<file path="config.mk">
export PLATFORM = sky130hd
export DESIGN_NAME = scancode_display_scheduler_flat
export DESIGN_NICKNAME = d
export VERILOG_FILES = /design/src/rtl/scancode_display_scheduler_if.sv /design/src/rtl/scancode_display_scheduler.sv /design/src/flat_wrapper.sv
export SDC_FILE = /design/constraint.sdc
export NUM_CORES = 1
export LEC_CHECK = 0
export BUFFER_PORTS_ARGS = -buffer_cell sky130_fd_sc_hd__buf_2
export CAP_MARGIN = 20
export CORE_ASPECT_RATIO = 1.75
export CORE_MARGIN = 5
export CORE_UTILIZATION = 62
export DETAILED_ROUTE_END_ITERATION = 10
export PLACE_DENSITY = 0.92
export SYNTH_ARGS = -nofsm -noshare
export SYNTH_HDL_FRONTEND = slang
export SYNTH_SLANG_ARGS = --single-unit
</file>
<file path="constraint.sdc">
create_clock -name clock -period 3.8 [get_ports clock]
set_input_delay 0.76 -clock clock [delete_from_list [all_inputs] [get_ports clock]]
set_output_delay 0.76 -clock clock [all_outputs]
set_load 0.01 [all_outputs]
</file>
<file path="src/rtl/scancode_display_scheduler_if.sv">
// Bus between the PS/2 byte receiver and the display scheduler, together
// with the scheduler's view back to the seven-segment driver.
// master: byte source side (testbench / receiver glue).
// slave : scheduler side.
interface scancode_display_scheduler_if;
    logic [7:0] code_in;
    logic       code_valid;
    logic [7:0] cur_code;
    logic [3:0] control;
    logic [1:0] digit_sel;
    logic [7:0] key_count;

    modport master (
        output code_in,
        output code_valid,
        input  cur_code,
        input  control,
        input  digit_sel,
        input  key_count
    );

    modport slave (
        input  code_in,
        input  code_valid,
        output cur_code,
        output control,
        output digit_sel,
        output key_count
    );
endinterface

</file>
<file path="src/rtl/scancode_display_scheduler.sv">
// Scancode display scheduler.
// Parses the PS/2 scancode stream (E0 extended prefix, F0 break prefix),
// keeps the last four make codes newest-first, and scans them across a
// 4-digit multiplexed seven-segment display with active-low digit enables.
// Optional build macro: SCANCODE_BLANK_EMPTY_EN -- when defined, digits whose
// history slot has never been filled are blanked (all enables off, code 00).
// HIST_DEPTH is fixed at 4, one entry per digit.
module scancode_display_scheduler #(
    parameter int REFRESH_DIV = 50000,
    parameter int HIST_DEPTH  = 4
) (
    input  logic                          clock,
    input  logic                          reset,
    scancode_display_scheduler_if.slave   bus
);

    localparam int CNT_W = (REFRESH_DIV > 2) ? $clog2(REFRESH_DIV) : 1;
    localparam logic [CNT_W-1:0] CNT_LAST = CNT_W'(REFRESH_DIV - 1);

    localparam logic [7:0] CODE_EXT = 8'hE0;
    localparam logic [7:0] CODE_BRK = 8'hF0;

    typedef enum logic [1:0] {
        IDLE    = 2'd0,
        EXT     = 2'd1,
        BRK     = 2'd2,
        EXT_BRK = 2'd3
    } state_t;

    state_t                 state_q, state_d;
    logic [7:0]             hist_q [HIST_DEPTH];
    logic [HIST_DEPTH-1:0]  slot_valid_q;
    logic                   held_q;
    logic [7:0]             key_count_q;
    logic [CNT_W-1:0]       cnt_q;
    logic [1:0]             digit_sel_q;

    logic                   is_make;
    logic                   is_drop;
    logic                   accept;
    logic                   tick;

    // Counter that stops at all-ones instead of wrapping.
    function automatic logic [7:0] sat_inc8(input logic [7:0] v);
        return (v == 8'hFF) ? v : v + 8'd1;
    endfunction

    // Parser state register.
    always_ff @(posedge clock or negedge reset) begin
        if (!reset) begin
            state_q <= IDLE;
        end else begin
            state_q <= state_d;
        end
    end

    // Parser next state; classifies each byte as make, discarded break target, or prefix.
    always_comb begin
        state_d = state_q;
        is_make = 1'b0;
        is_drop = 1'b0;
        if (bus.code_valid) begin
            case (state_q)
                IDLE: begin
                    if (bus.code_in == CODE_EXT) begin
                        state_d = EXT;
                    end else if (bus.code_in == CODE_BRK) begin
                        state_d = BRK;
                    end else begin
                        is_make = 1'b1;
                    end
                end
                EXT: begin
                    if (bus.code_in == CODE_BRK) begin
                        state_d = EXT_BRK;
                    end else if (bus.code_in == CODE_EXT) begin
                        state_d = EXT;
                    end else begin
                        is_make = 1'b1;
                        state_d = IDLE;
                    end
                end
                BRK, EXT_BRK: begin
                    is_drop = 1'b1;
                    state_d = IDLE;
                end
                default: begin
                    state_d = IDLE;
                end
            endcase
        end
    end

    // A make code repeating the newest entry while the key is still held is typematic.
    assign accept = is_make && !(held_q && (bus.code_in == hist_q[0]));

    // History shift register, slot occupancy, held flag and accepted-key count.
    always_ff @(posedge clock or negedge reset) begin
        if (!reset) begin
            for (int i = 0; i < HIST_DEPTH; i++) begin
                hist_q[i] <= 8'h00;
            end
            slot_valid_q <= '0;
            held_q       <= 1'b0;
            key_count_q  <= 8'h00;
        end else begin
            if (accept) begin
                for (int i = HIST_DEPTH - 1; i > 0; i--) begin
                    hist_q[i] <= hist_q[i-1];
                end
                hist_q[0]    <= bus.code_in;
                slot_valid_q <= {slot_valid_q[HIST_DEPTH-2:0], 1'b1};
                held_q       <= 1'b1;
                key_count_q  <= sat_inc8(key_count_q);
            end else if (is_drop) begin
                held_q <= 1'b0;
            end
        end
    end

    assign tick = (cnt_q == CNT_LAST);

    // Refresh divider and active-digit index; independent of the parser path.
    always_ff @(posedge clock or negedge reset) begin
        if (!reset) begin
            cnt_q       <= '0;
            digit_sel_q <= 2'd0;
        end else if (tick) begin
            cnt_q       <= '0;
            digit_sel_q <= digit_sel_q + 2'd1;
        end else begin
            cnt_q <= cnt_q + CNT_W'(1);
        end
    end

    // Display outputs decoded from the active digit and its history slot.
    always_comb begin
        bus.control  = ~(4'b0001 << digit_sel_q);
        bus.cur_code = hist_q[digit_sel_q];
`ifdef SCANCODE_BLANK_EMPTY_EN
        if (!slot_valid_q[digit_sel_q]) begin
            bus.control  = 4'b1111;
            bus.cur_code = 8'h00;
        end
`endif
    end

    assign bus.digit_sel = digit_sel_q;
    assign bus.key_count = key_count_q;

endmodule

</file>
<file path="src/flat_wrapper.sv">
// flat-port wrapper written by rule: the top's interface ports become plain ports
module scancode_display_scheduler_flat 
#(
    parameter int REFRESH_DIV = 50000,
    parameter int HIST_DEPTH  = 4
)
  (clock, reset, bus_code_in, bus_code_valid, bus_cur_code, bus_control, bus_digit_sel, bus_key_count);
  scancode_display_scheduler_if bus_i ();
  input  logic clock;
  input  logic reset;
  input wire logic [$bits(bus_i.code_in)-1:0] bus_code_in;
  input wire logic [$bits(bus_i.code_valid)-1:0] bus_code_valid;
  output wire logic [$bits(bus_i.cur_code)-1:0] bus_cur_code;
  output wire logic [$bits(bus_i.control)-1:0] bus_control;
  output wire logic [$bits(bus_i.digit_sel)-1:0] bus_digit_sel;
  output wire logic [$bits(bus_i.key_count)-1:0] bus_key_count;
  assign bus_i.code_in = bus_code_in;
  assign bus_i.code_valid = bus_code_valid;
  assign bus_cur_code = bus_i.cur_code;
  assign bus_control = bus_i.control;
  assign bus_digit_sel = bus_i.digit_sel;
  assign bus_key_count = bus_i.key_count;
  scancode_display_scheduler #(.REFRESH_DIV(REFRESH_DIV), .HIST_DEPTH(HIST_DEPTH)) u_core (.clock(clock), .reset(reset), .bus(bus_i));
endmodule
</file>
==> out/qor_table.md, run 1 <==
| Step | Result | Value |
|:---|:---|:---|
| placed design | Post-placement worst setup slack | 858 ps |
| synthesis | Number of instances in the synthesized netlist | 227 |
| sta | Final Hold Fails | 0 |
| status | Status | finished, final reports clean |
| placed design | Placed inst area | 3100 µm² |
| synthesis | EDFF count, synth | 0 |
| sta | Final clock skew | 7.90 ps |
| sta | RSZ-0062 raised after global routing | false |
| cells and area | Layout cells sized above 1 | 35.7% |
| sta | Setup violation total in the final timing report | 0 |
| sta | Worst Hold Margin | 481 ps |
| cts | Root Buffer | sky130_fd_sc_hd__clkbuf_8 |
| cts | Post-CTS setup buffer count | 0 |
| critical path | Required time at the worst-slack endpoint | 3040 ps |
| flow run | Maxcap violations | 0 |
| sta | Final worst path period need | 2620 ps |
| global routing | Met1 track demand over resource in global routing | 20.6% |
| routing | DRC violation count after routing | 0 |
| die | Floorplan die width | 61.8 µm |
| placed design | Final Wtd Congestion | 0.838 |
| cts | Total number of H-tree levels | 3 |
| sta | Setup Total Neg Slack | 0 ps |
| die | Core Box Area | 4620 µm² |
| global routing | Number of antenna violations at the first check in global routing | 0 |
| routing | Total wirelength of the detailed-routed design | 5.41 mm |
| die | Die area | 6220 µm² |
| sta | Slew headroom | 36.4% |
| cells and area | Final cell count without fillers | 321 |
| critical path | Maximum fanout along the worst path | 12 |
| cts | Clock slew at reported path FFs | 70 ps |
| global routing | Global-route layer with the greatest usage | met2 |
| routing | Per-cell via count in the routed design | 5.80 |
| synthesis | Yosys reg bits | 60 |
| placed design | Port bufs | 32 |
| cts | Post-cts repair resize count | 0 |
| power | Leakage component of the power | 1.43 nW |
| global routing | Wire length of the first global-routing pass | 8.86 mm |
| critical path | WS Path Type | flip-flop to primary output |
| synthesis | Ys async rst share | 100% |
| cts | Sinks on the clock net | 60 |
| power | Maximum ir drop on the vdd rail | 0.000426 V |
| synthesis | Leading register cell type out of synthesis | sky130_fd_sc_hd__dfrtp_1 |
| synthesis | Sequential share of the synthesized area | 51.5% |
| synthesis | Post-synthesis area per instance | 12.8 µm² |
| sta | Worst slew pin tran | 954 ps |
| global routing | Overall global routing resource usage | 19.8% |
| cells and area | # diodes | 0 |
| cells and area | Layout-stage area growth over the synthesis result | 12.8% |
| cells and area | Nets | 282 |
| cts | Clock tree from TritonCTS | done |
| global routing | Via count of the first global-routing pass | 1979 |
| cells and area | Commonest non-fill, non-tap cell in the layout | sky130_fd_sc_hd__dfrtp_1 |
| placed design | Dpl hpwl | 3.82 mm |
| sta | Final worst slack | 1180 ps |
| synthesis | Number of library cell types mapped by synthesis | 35 |
| critical path | CP Data Arrival Time | 1860 ps |
| synthesis | Net count of the mapped netlist | 244 |
| cells and area | Most frequent cells in the layout | sky130_fd_sc_hd__dfrtp_1 (60), sky130_fd_sc_hd__mux2_2 (33), sky130_fd_sc_hd__buf_2 (32) |
| critical path | Critical path endpoint category | primary output |
| sta | Maximum clock rate | 381 MHz |
| cells and area | Post-layout utilization of the core | 71.0% |
| cts | CTS Hold Buffers Added | 0 |
| hold path | Path type of the worst min-delay path | flip-flop to flip-flop |
| synthesis | Area of the mapped netlist | 2910 µm² |
| global routing | Gr ovfl total | 0 |
| routing | Post-detailed-route wirelength per cell | 16.9 µm |
| die | Ports placed on the boundary | 33 |
| die | Starting density of the core | 63.0% |
| die | Num rows | 33 |
| power | Final Total Pwr | 1.71 mW |
| global routing | GR Layer Usage met2 | 34.5% |
| cts | Max clock buf depth | 2 |
| routing | First-pass detailed-route iteration total | 5 |
| critical path | Startpoint class of the critical path | flip-flop |
| routing | Total vias in the final route | 1862 |
| cts | Source-to-sink clock delay at the later pin of the worst-skew pair | 340 ps |
| global routing | Global Route met3 Usage | 3.46% |
| sta | Final worst-path cycle share | 69.0% |
| power | PwrDens | 522 nW/µm² |
| cts | Number of buffers created by CTS | 9 |
| global routing | Pin count of the biggest net entering global routing | 45 |
| cells and area | Finished layout cell area | 3290 µm² |
| sta | Pins Over Slew Limit | 0 |
| placed design | Count of placed standard cells including taps | 306 |
| die | Y dimension of the die | 101 µm |
| routing | DRC marker count from the first detailed-route iteration | 85 |
| routing | Antenna-violating nets left | 0 |
| synthesis | Warnings, synthesis | 0 |
-- worst max-delay path: stages, from the launching register on --
cell and delay, ps:
sky130_fd_sc_hd__dfrtp_1 770, sky130_fd_sc_hd__mux4_2 600, sky130_fd_sc_hd__buf_2 160
-- logic make-up after synthesis --
| kind of cell | after synthesis | share of synthesized area [%] |
|---|---|---|
| adder cells (fa/ha/maj) | 6 | 2.58 |
| buffers and inverters | 19 | 3.52 |
| multiplexers | 46 | 21.0 |
| AND/OR/NAND/NOR | 66 | 11.7 |
| XOR/XNOR | 25 | 7.52 |
| flip-flops | 60 | 51.5 |
| AO/OA/AOI/OAI | 5 | 2.10 |
-- where the power goes --
part           switching, mW  leakage (nW)  internal (mW)
sequential             0.103         0.733          0.748
combinational          0.143         0.601          0.168
clock                  0.239        0.0979          0.313
total                  0.484          1.43           1.23
-- final cells by class --
class                           count  area, µm²
Sequential cell                    60       1500
Clock inverter                      5       52.6
Clock buffer                       10        138
Inverter                           12       45.0
Timing Repair Buffer               34        175
Tap cell                           52       65.1
Fill cell                         305       1340
Multi-Input combinational cell    148       1310
-- flip-flops by register name, summed over array words and instances, names as in the netlist --
signal	count
u_core.hist_q	32
u_core.cnt_q	16
u_core.bus.digit_sel	2
u_core.bus.key_count	8
u_core.state_q	1
u_core.held_q	1
-- worst paths after layout --
check,from,slack (ps),depth (start not counted),end
max,u_core.bus.digit_sel[0],1180,2,bus_cur_code[4]
min,u_core.held_q,480,2,u_core.held_q
max reg2reg,u_core.hist_q[27],1290,5,u_core.hist_q[21]
min reg2reg,u_core.held_q,480,2,u_core.held_q
max in group asynchronous,reset,2440,2,u_core.cnt_q[9]
min in group asynchronous,reset,570,1,u_core.bus.key_count[7]
-- synthesized netlist by cell type, drive strengths merged, types with 2 or more instances --
| library cell | instances | share of area, % |
|---|---|---|
| dfrtp | 60 | 52 |
| nor2b | 2 | 0.43 |
| nand3 | 11 | 1.9 |
| nor3 | 5 | 1.2 |
| ha | 6 | 2.6 |
| nor2 | 17 | 2.2 |
| xnor2 | 18 | 5.4 |
| nand4 | 5 | 1.1 |
| nand2 | 15 | 1.9 |
| or4 | 3 | 0.90 |
| mux2 | 38 | 15 |
| xor2 | 7 | 2.1 |
| mux4 | 8 | 6.2 |
| buf | 6 | 1.8 |
| inv | 12 | 1.5 |
-- metal layers --
metal,share of wire [%],routed length [µm]
met5,0,0
met4,2.7,146
met3,3.7,202
met2,57,3070
met1,37,2000
Note: power is estimated with default switching activity, not from simulation.
==> inputs of run 2 (changes only) <==
--- a/config.mk
+++ b/config.mk
@@ -9,9 +9,9 @@
 export CAP_MARGIN = 20
 export CORE_ASPECT_RATIO = 1.75
 export CORE_MARGIN = 5
-export CORE_UTILIZATION = 62
+export CORE_UTILIZATION = 52
 export DETAILED_ROUTE_END_ITERATION = 10
-export PLACE_DENSITY = 0.92
+export PLACE_DENSITY = 0.83
 export SYNTH_ARGS = -nofsm -noshare
 export SYNTH_HDL_FRONTEND = slang
 export SYNTH_SLANG_ARGS = --single-unit
==> constraint.sdc (replaced) <==
create_clock -name clock -period 2.41 [get_ports clock]
set_input_delay 0.482 -clock clock [delete_from_list [all_inputs] [get_ports clock]]
set_output_delay 0.482 -clock clock [all_outputs]
set_load 0.01 [all_outputs]
==> out/qor_table.md, run 2 (synthesis gave the netlist of run 1 again) <==
| Step | Result | Value |
|:---|:---|:---|
| cts | Source-to-sink clock delay at the later pin of the worst-skew pair | 330 ps |
| global routing | Gr ovfl total | 0 |
| sta | Worst Hold Margin | 134 ps |
| flow run | Maxcap violations | 0 |
| sta | RSZ-0062 raised after global routing | false |
| cells and area | Commonest non-fill, non-tap cell in the layout | sky130_fd_sc_hd__dfrtp_1 |
| critical path | CP Data Arrival Time | 1710 ps |
| critical path | FF-to-FF setup slack | 370 ps |
| cells and area | # diodes | 0 |
| status | Status | finished, final reports clean |
| cells and area | Nets | 286 |
| critical path | Launch point of the critical path | u_core.bus.digit_sel[0] |
| critical path | WS Path Type | flip-flop to primary output |
| sta | Slew headroom | 62.0% |
| die | Num rows | 36 |
| routing | Post-detailed-route wirelength per cell | 15.0 µm |
| routing | Antenna-violating nets left | 0 |
| die | Die area | 7260 µm² |
| sta | Final Hold Fails | 0 |
| hold path | Path type of the worst min-delay path | input port to async pin |
| cts | Clock tree from TritonCTS | done |
| cts | Post-cts repair resize count | 0 |
| routing | Per-cell via count in the routed design | 5.31 |
| routing | DRC violation count after routing | 0 |
| cts | Root Buffer | sky130_fd_sc_hd__clkbuf_8 |
| global routing | Met1 track demand over resource in global routing | 17.8% |
| cells and area | Flip-flop count of the largest register after layout | 32 |
| global routing | Global-route layer with the greatest usage | met2 |
| critical path | Startpoint class of the critical path | flip-flop |
| sta | Setup Total Neg Slack | 0 ps |
| global routing | Pin count of the biggest net entering global routing | 61 |
| cells and area | Filler instances | 451 |
| critical path | Maximum fanout along the worst path | 8 |
| cts | Max clock buf depth | 2 |
| routing | Total vias in the final route | 1857 |
| sta | Setup violation total in the final timing report | 0 |
| global routing | GR Layer Usage met2 | 31.3% |
| global routing | Global Route met3 Usage | 4.33% |
| routing | DRC marker count from the first detailed-route iteration | 111 |
| cts | Sinks on the clock net | 60 |
| cts | CTS Hold Buffers Added | 0 |
| sta | Final worst path period need | 2200 ps |
| placed design | Final Wtd Congestion | 0.779 |
| power | Maximum ir drop on the vdd rail | 0.000540 V |
| critical path | Critical path endpoint category | primary output |
| die | Floorplan die width | 66.6 µm |
| cells and area | Layout-stage area growth over the synthesis result | 15.7% |
| critical path | Reg-to-Reg Start | u_core.hist_q[25] |
| cells and area | Flip-flop and latch area | 1500 µm² |
| global routing | Via count of the first global-routing pass | 1945 |
| sta | Final worst-path cycle share | 91.2% |
| power | PwrDens | 809 nW/µm² |
| sta | Final clock skew | 7.14 ps |
| global routing | Overall global routing resource usage | 17.1% |
| cts | Clock slew at reported path FFs | 70 ps |
| routing | Total wirelength of the detailed-routed design | 5.25 mm |
| global routing | Number of antenna violations at the first check in global routing | 0 |
| cts | Number of buffers created by CTS | 9 |
| cts | Total number of H-tree levels | 3 |
| sta | Worst slew pin tran | 571 ps |
| die | Core Box Area | 5500 µm² |
| power | Leakage component of the power | 1.46 nW |
| sta | Pins Over Slew Limit | 0 |
| cells and area | Most frequent cells in the layout | sky130_fd_sc_hd__dfrtp_1 (60), sky130_fd_sc_hd__mux2_2 (33), sky130_fd_sc_hd__buf_2 (32) |
| placed design | Port bufs | 32 |
| cells and area | Biggest register | u_core.hist_q |
| sta | Maximum clock rate | 455 MHz |
| critical path | Required time at the worst-slack endpoint | 1930 ps |
| die | Y dimension of the die | 109 µm |
| die | Starting density of the core | 53.0% |
| routing | First-pass detailed-route iteration total | 4 |
| global routing | Wire length of the first global-routing pass | 9.20 mm |
| cells and area | Area of the multi-input gates | 1310 µm² |
| cts | Post-CTS setup buffer count | 0 |
| placed design | Dpl hpwl | 3.75 mm |
| cells and area | Layout cells sized above 1 | 36.5% |
| die | Ports placed on the boundary | 33 |
[run 2: layout make-up]
type                    instances  share of cell area [%]
clock inverters                 4                    1.41
repair buffers                 38                    6.46
multi-input cells             148                    38.8
flip-flops and latches         60                    44.5
inverters                      12                    1.34
well taps                      76                    2.82
clock buffers                  12                    4.60
[run 2: power by group]
part | internal, mW | total, mW | switching (mW)
combinational | 0.270 | 0.484 | 0.214
clock | 0.530 | 0.909 | 0.379
sequential | 1.18 | 1.33 | 0.155
total | 1.98 | 2.73 | 0.748
[run 2: worst max-delay path: stages, from the launching register on]
cell                      delay (ps)
sky130_fd_sc_hd__dfrtp_1         410
sky130_fd_sc_hd__buf_4           250
sky130_fd_sc_hd__mux4_2          550
sky130_fd_sc_hd__buf_2           160
[run 2: per-layer routing]
| layer | wire, µm | share of wire, % |
|---|---|---|
| met2 | 2980 | 57 |
| met1 | 1960 | 37 |
| met3 | 185 | 3.5 |
| met5 | 0 | 0 |
| met4 | 119 | 2.3 |
[run 2: through the flow]
stage	setup slack, ps	std cells	utilization [%]	power [mW]	area [µm²]
2_1_floorplan	551	227	-	1.65	2910
3_3_place_gp	227	334	57.7	1.81	3170
3_5_place_dp	193	334	57.7	1.85	3170
4_1_cts	186	350	61.3	2.76	3370
5_1_grt	143	350	61.3	2.89	3370
6_report	213	350	61.3	2.73	3370
[run 2: path summary, 6_finish.rpt]
check	to	cells after the start
hold reg to reg	u_core.cnt_q[0]	1
setup / recovery	bus_cur_code[4]	3
min in group clock	u_core.state_q[1]	2
max in group asynchronous	u_core.held_q	2
setup reg to reg	u_core.hist_q[26]	5
hold / removal	u_core.bus.key_count[4]	2
==> inputs of run 3 (changes only) <==
--- a/config.mk
+++ b/config.mk
@@ -7,11 +7,13 @@
 export LEC_CHECK = 0
 export BUFFER_PORTS_ARGS = -buffer_cell sky130_fd_sc_hd__buf_2
 export CAP_MARGIN = 20
+export CELL_PAD_IN_SITES_DETAIL_PLACEMENT = 2
+export CELL_PAD_IN_SITES_GLOBAL_PLACEMENT = 2
 export CORE_ASPECT_RATIO = 1.75
 export CORE_MARGIN = 5
-export CORE_UTILIZATION = 52
+export CORE_UTILIZATION = 35
 export DETAILED_ROUTE_END_ITERATION = 10
-export PLACE_DENSITY = 0.83
+export PLACE_DENSITY = 0.81
 export SYNTH_ARGS = -nofsm -noshare
 export SYNTH_HDL_FRONTEND = slang
 export SYNTH_SLANG_ARGS = --single-unit
==> out/qor_table.md, run 3 (synthesis gave the netlist of run 1 again) <==
| Step | Result | Value |
|:---|:---|:---|
| sta | Final Hold Fails | 0 |
| critical path | Maximum fanout along the worst path | 8 |
| cts | Number of buffers created by CTS | 9 |
| cells and area | Commonest non-fill, non-tap cell in the layout | sky130_fd_sc_hd__dfrtp_1 |
| global routing | Overall global routing resource usage | 15.7% |
| routing | Post-detailed-route wirelength per cell | 19.9 µm |
| die | Ports placed on the boundary | 33 |
| sta | Final clock skew | 9.97 ps |
| hold path | Path type of the worst min-delay path | input port to async pin |
| cts | Sinks on the clock net | 60 |
| global routing | Pin count of the biggest net entering global routing | 38 |
| placed design | Post-placement worst setup slack | 128 ps |
| cells and area | Layout-stage area growth over the synthesis result | 20.5% |
| cells and area | Flip-flop count of the largest register after layout | 32 |
| critical path | Required time at the worst-slack endpoint | 1930 ps |
| cts | Clock slew at reported path FFs | 50 ps |
| cts | Source-to-sink clock delay at the later pin of the worst-skew pair | 330 ps |
| cts | Post-CTS setup buffer count | 0 |
| cts | Clock tree from TritonCTS | done |
| routing | Per-cell via count in the routed design | 5.25 |
| die | Core Box Area | 8200 µm² |
| sta | Final worst slack | 207 ps |
| routing | Antenna-violating nets left | 0 |
| die | Die area | 10300 µm² |
| cts | Total number of H-tree levels | 3 |
| cells and area | # diodes | 0 |
| critical path | WS Path Type | flip-flop to primary output |
| status | Status | finished, final reports clean |
| cts | Root Buffer | sky130_fd_sc_hd__clkbuf_16 |
| critical path | Startpoint class of the critical path | flip-flop |
| cts | Post-cts repair resize count | 0 |
| die | Num rows | 44 |
| routing | DRC marker count from the first detailed-route iteration | 72 |
| sta | Setup Total Neg Slack | 0 ps |
| placed design | Final Wtd Congestion | 0.740 |
| routing | Total wirelength of the detailed-routed design | 7.29 mm |
| routing | DRC violation count after routing | 0 |
| critical path | CP Data Arrival Time | 1720 ps |
| cells and area | Biggest register | u_core.hist_q |
| power | Leakage component of the power | 1.52 nW |
| routing | First-pass detailed-route iteration total | 4 |
| cells and area | Layout cells sized above 1 | 36.9% |
| sta | Final worst-path cycle share | 91.4% |
| sta | Pins Over Slew Limit | 0 |
| global routing | Gr ovfl total | 0 |
| sta | Maximum clock rate | 454 MHz |
| global routing | Number of antenna violations at the first check in global routing | 0 |
| sta | Worst slew pin tran | 607 ps |
| global routing | Wire length of the first global-routing pass | 12.0 mm |
| flow run | Maxcap violations | 0 |
| die | Floorplan die width | 79.0 µm |
| power | Maximum ir drop on the vdd rail | 0.000352 V |
| placed design | Port bufs | 32 |
| die | Y dimension of the die | 131 µm |
| sta | Final worst path period need | 2200 ps |
| cells and area | Nets | 286 |
| critical path | Launch point of the critical path | u_core.bus.digit_sel[0] |
| global routing | Via count of the first global-routing pass | 2264 |
| critical path | Critical path endpoint category | primary output |
| routing | Total vias in the final route | 1922 |
| sta | RSZ-0062 raised after global routing | false |
| cts | Max clock buf depth | 2 |
| placed design | Dpl hpwl | 4.90 mm |
| sta | Slew headroom | 59.5% |
| sta | Setup violation total in the final timing report | 0 |
| critical path | Reg-to-Reg Start | u_core.hist_q[25] |
| power | PwrDens | 920 nW/µm² |
| die | Starting density of the core | 35.5% |
| cells and area | Most frequent cells in the layout | sky130_fd_sc_hd__dfrtp_1 (60), sky130_fd_sc_hd__mux2_2 (33), sky130_fd_sc_hd__buf_2 (32) |
| cts | CTS Hold Buffers Added | 0 |
[run 3: final cells by class]
type | instances | area [µm²]
Timing Repair Buffer | 38 | 218
Clock buffer | 13 | 280
Multi-Input combinational cell | 148 | 1310
Inverter | 12 | 45.0
Fill cell | 847 | 4690
Clock inverter | 3 | 42.5
Sequential cell | 60 | 1500
Tap cell | 92 | 115
[run 3: power by group]
part | leakage (nW) | switching (mW) | total, mW | internal, mW
sequential | 0.733 | 0.175 | 1.36 | 1.18
clock | 0.158 | 0.456 | 1.37 | 0.911
combinational | 0.626 | 0.237 | 0.508 | 0.271
[run 3: final timing paths]
path,endpoint,slack (ps),cells after the start
setup / recovery,bus_cur_code[4],210,3
hold / removal,u_core.bus.key_count[1],160,1
setup reg to reg,u_core.hist_q[16],310,5
hold reg to reg,u_core.cnt_q[0],500,1
max in group asynchronous,u_core.hist_q[14],1630,2
min in group clock,u_core.state_q[1],380,2
[run 3: through the flow]
step	cells	power (mW)	area (µm²)	utilization (%)	hold slack (ps)
after global placement	350	1.83	3190	38.9	472
after global routing	366	3.39	3510	42.8	208
after detailed placement	350	1.89	3190	38.9	490
after floorplan	227	1.65	2910	-	186
after CTS	366	3.28	3510	42.8	184
final	366	3.23	3510	42.8	163
[run 3: worst max-delay path, stage by stage, from the launching register on]
cell	delay, ps
sky130_fd_sc_hd__dfrtp_1	430
sky130_fd_sc_hd__buf_4	260
sky130_fd_sc_hd__mux4_2	530
sky130_fd_sc_hd__buf_2	160
[run 3: per-layer routing]
metal	vias to the layer above	GRT usage, %	share of wire (%)
li1	875	-	-
met1	1005	15.7	36
met2	33	30.0	59
met3	9	3.64	3.2
met4	0	7.09	1.9
met5	-	0	0
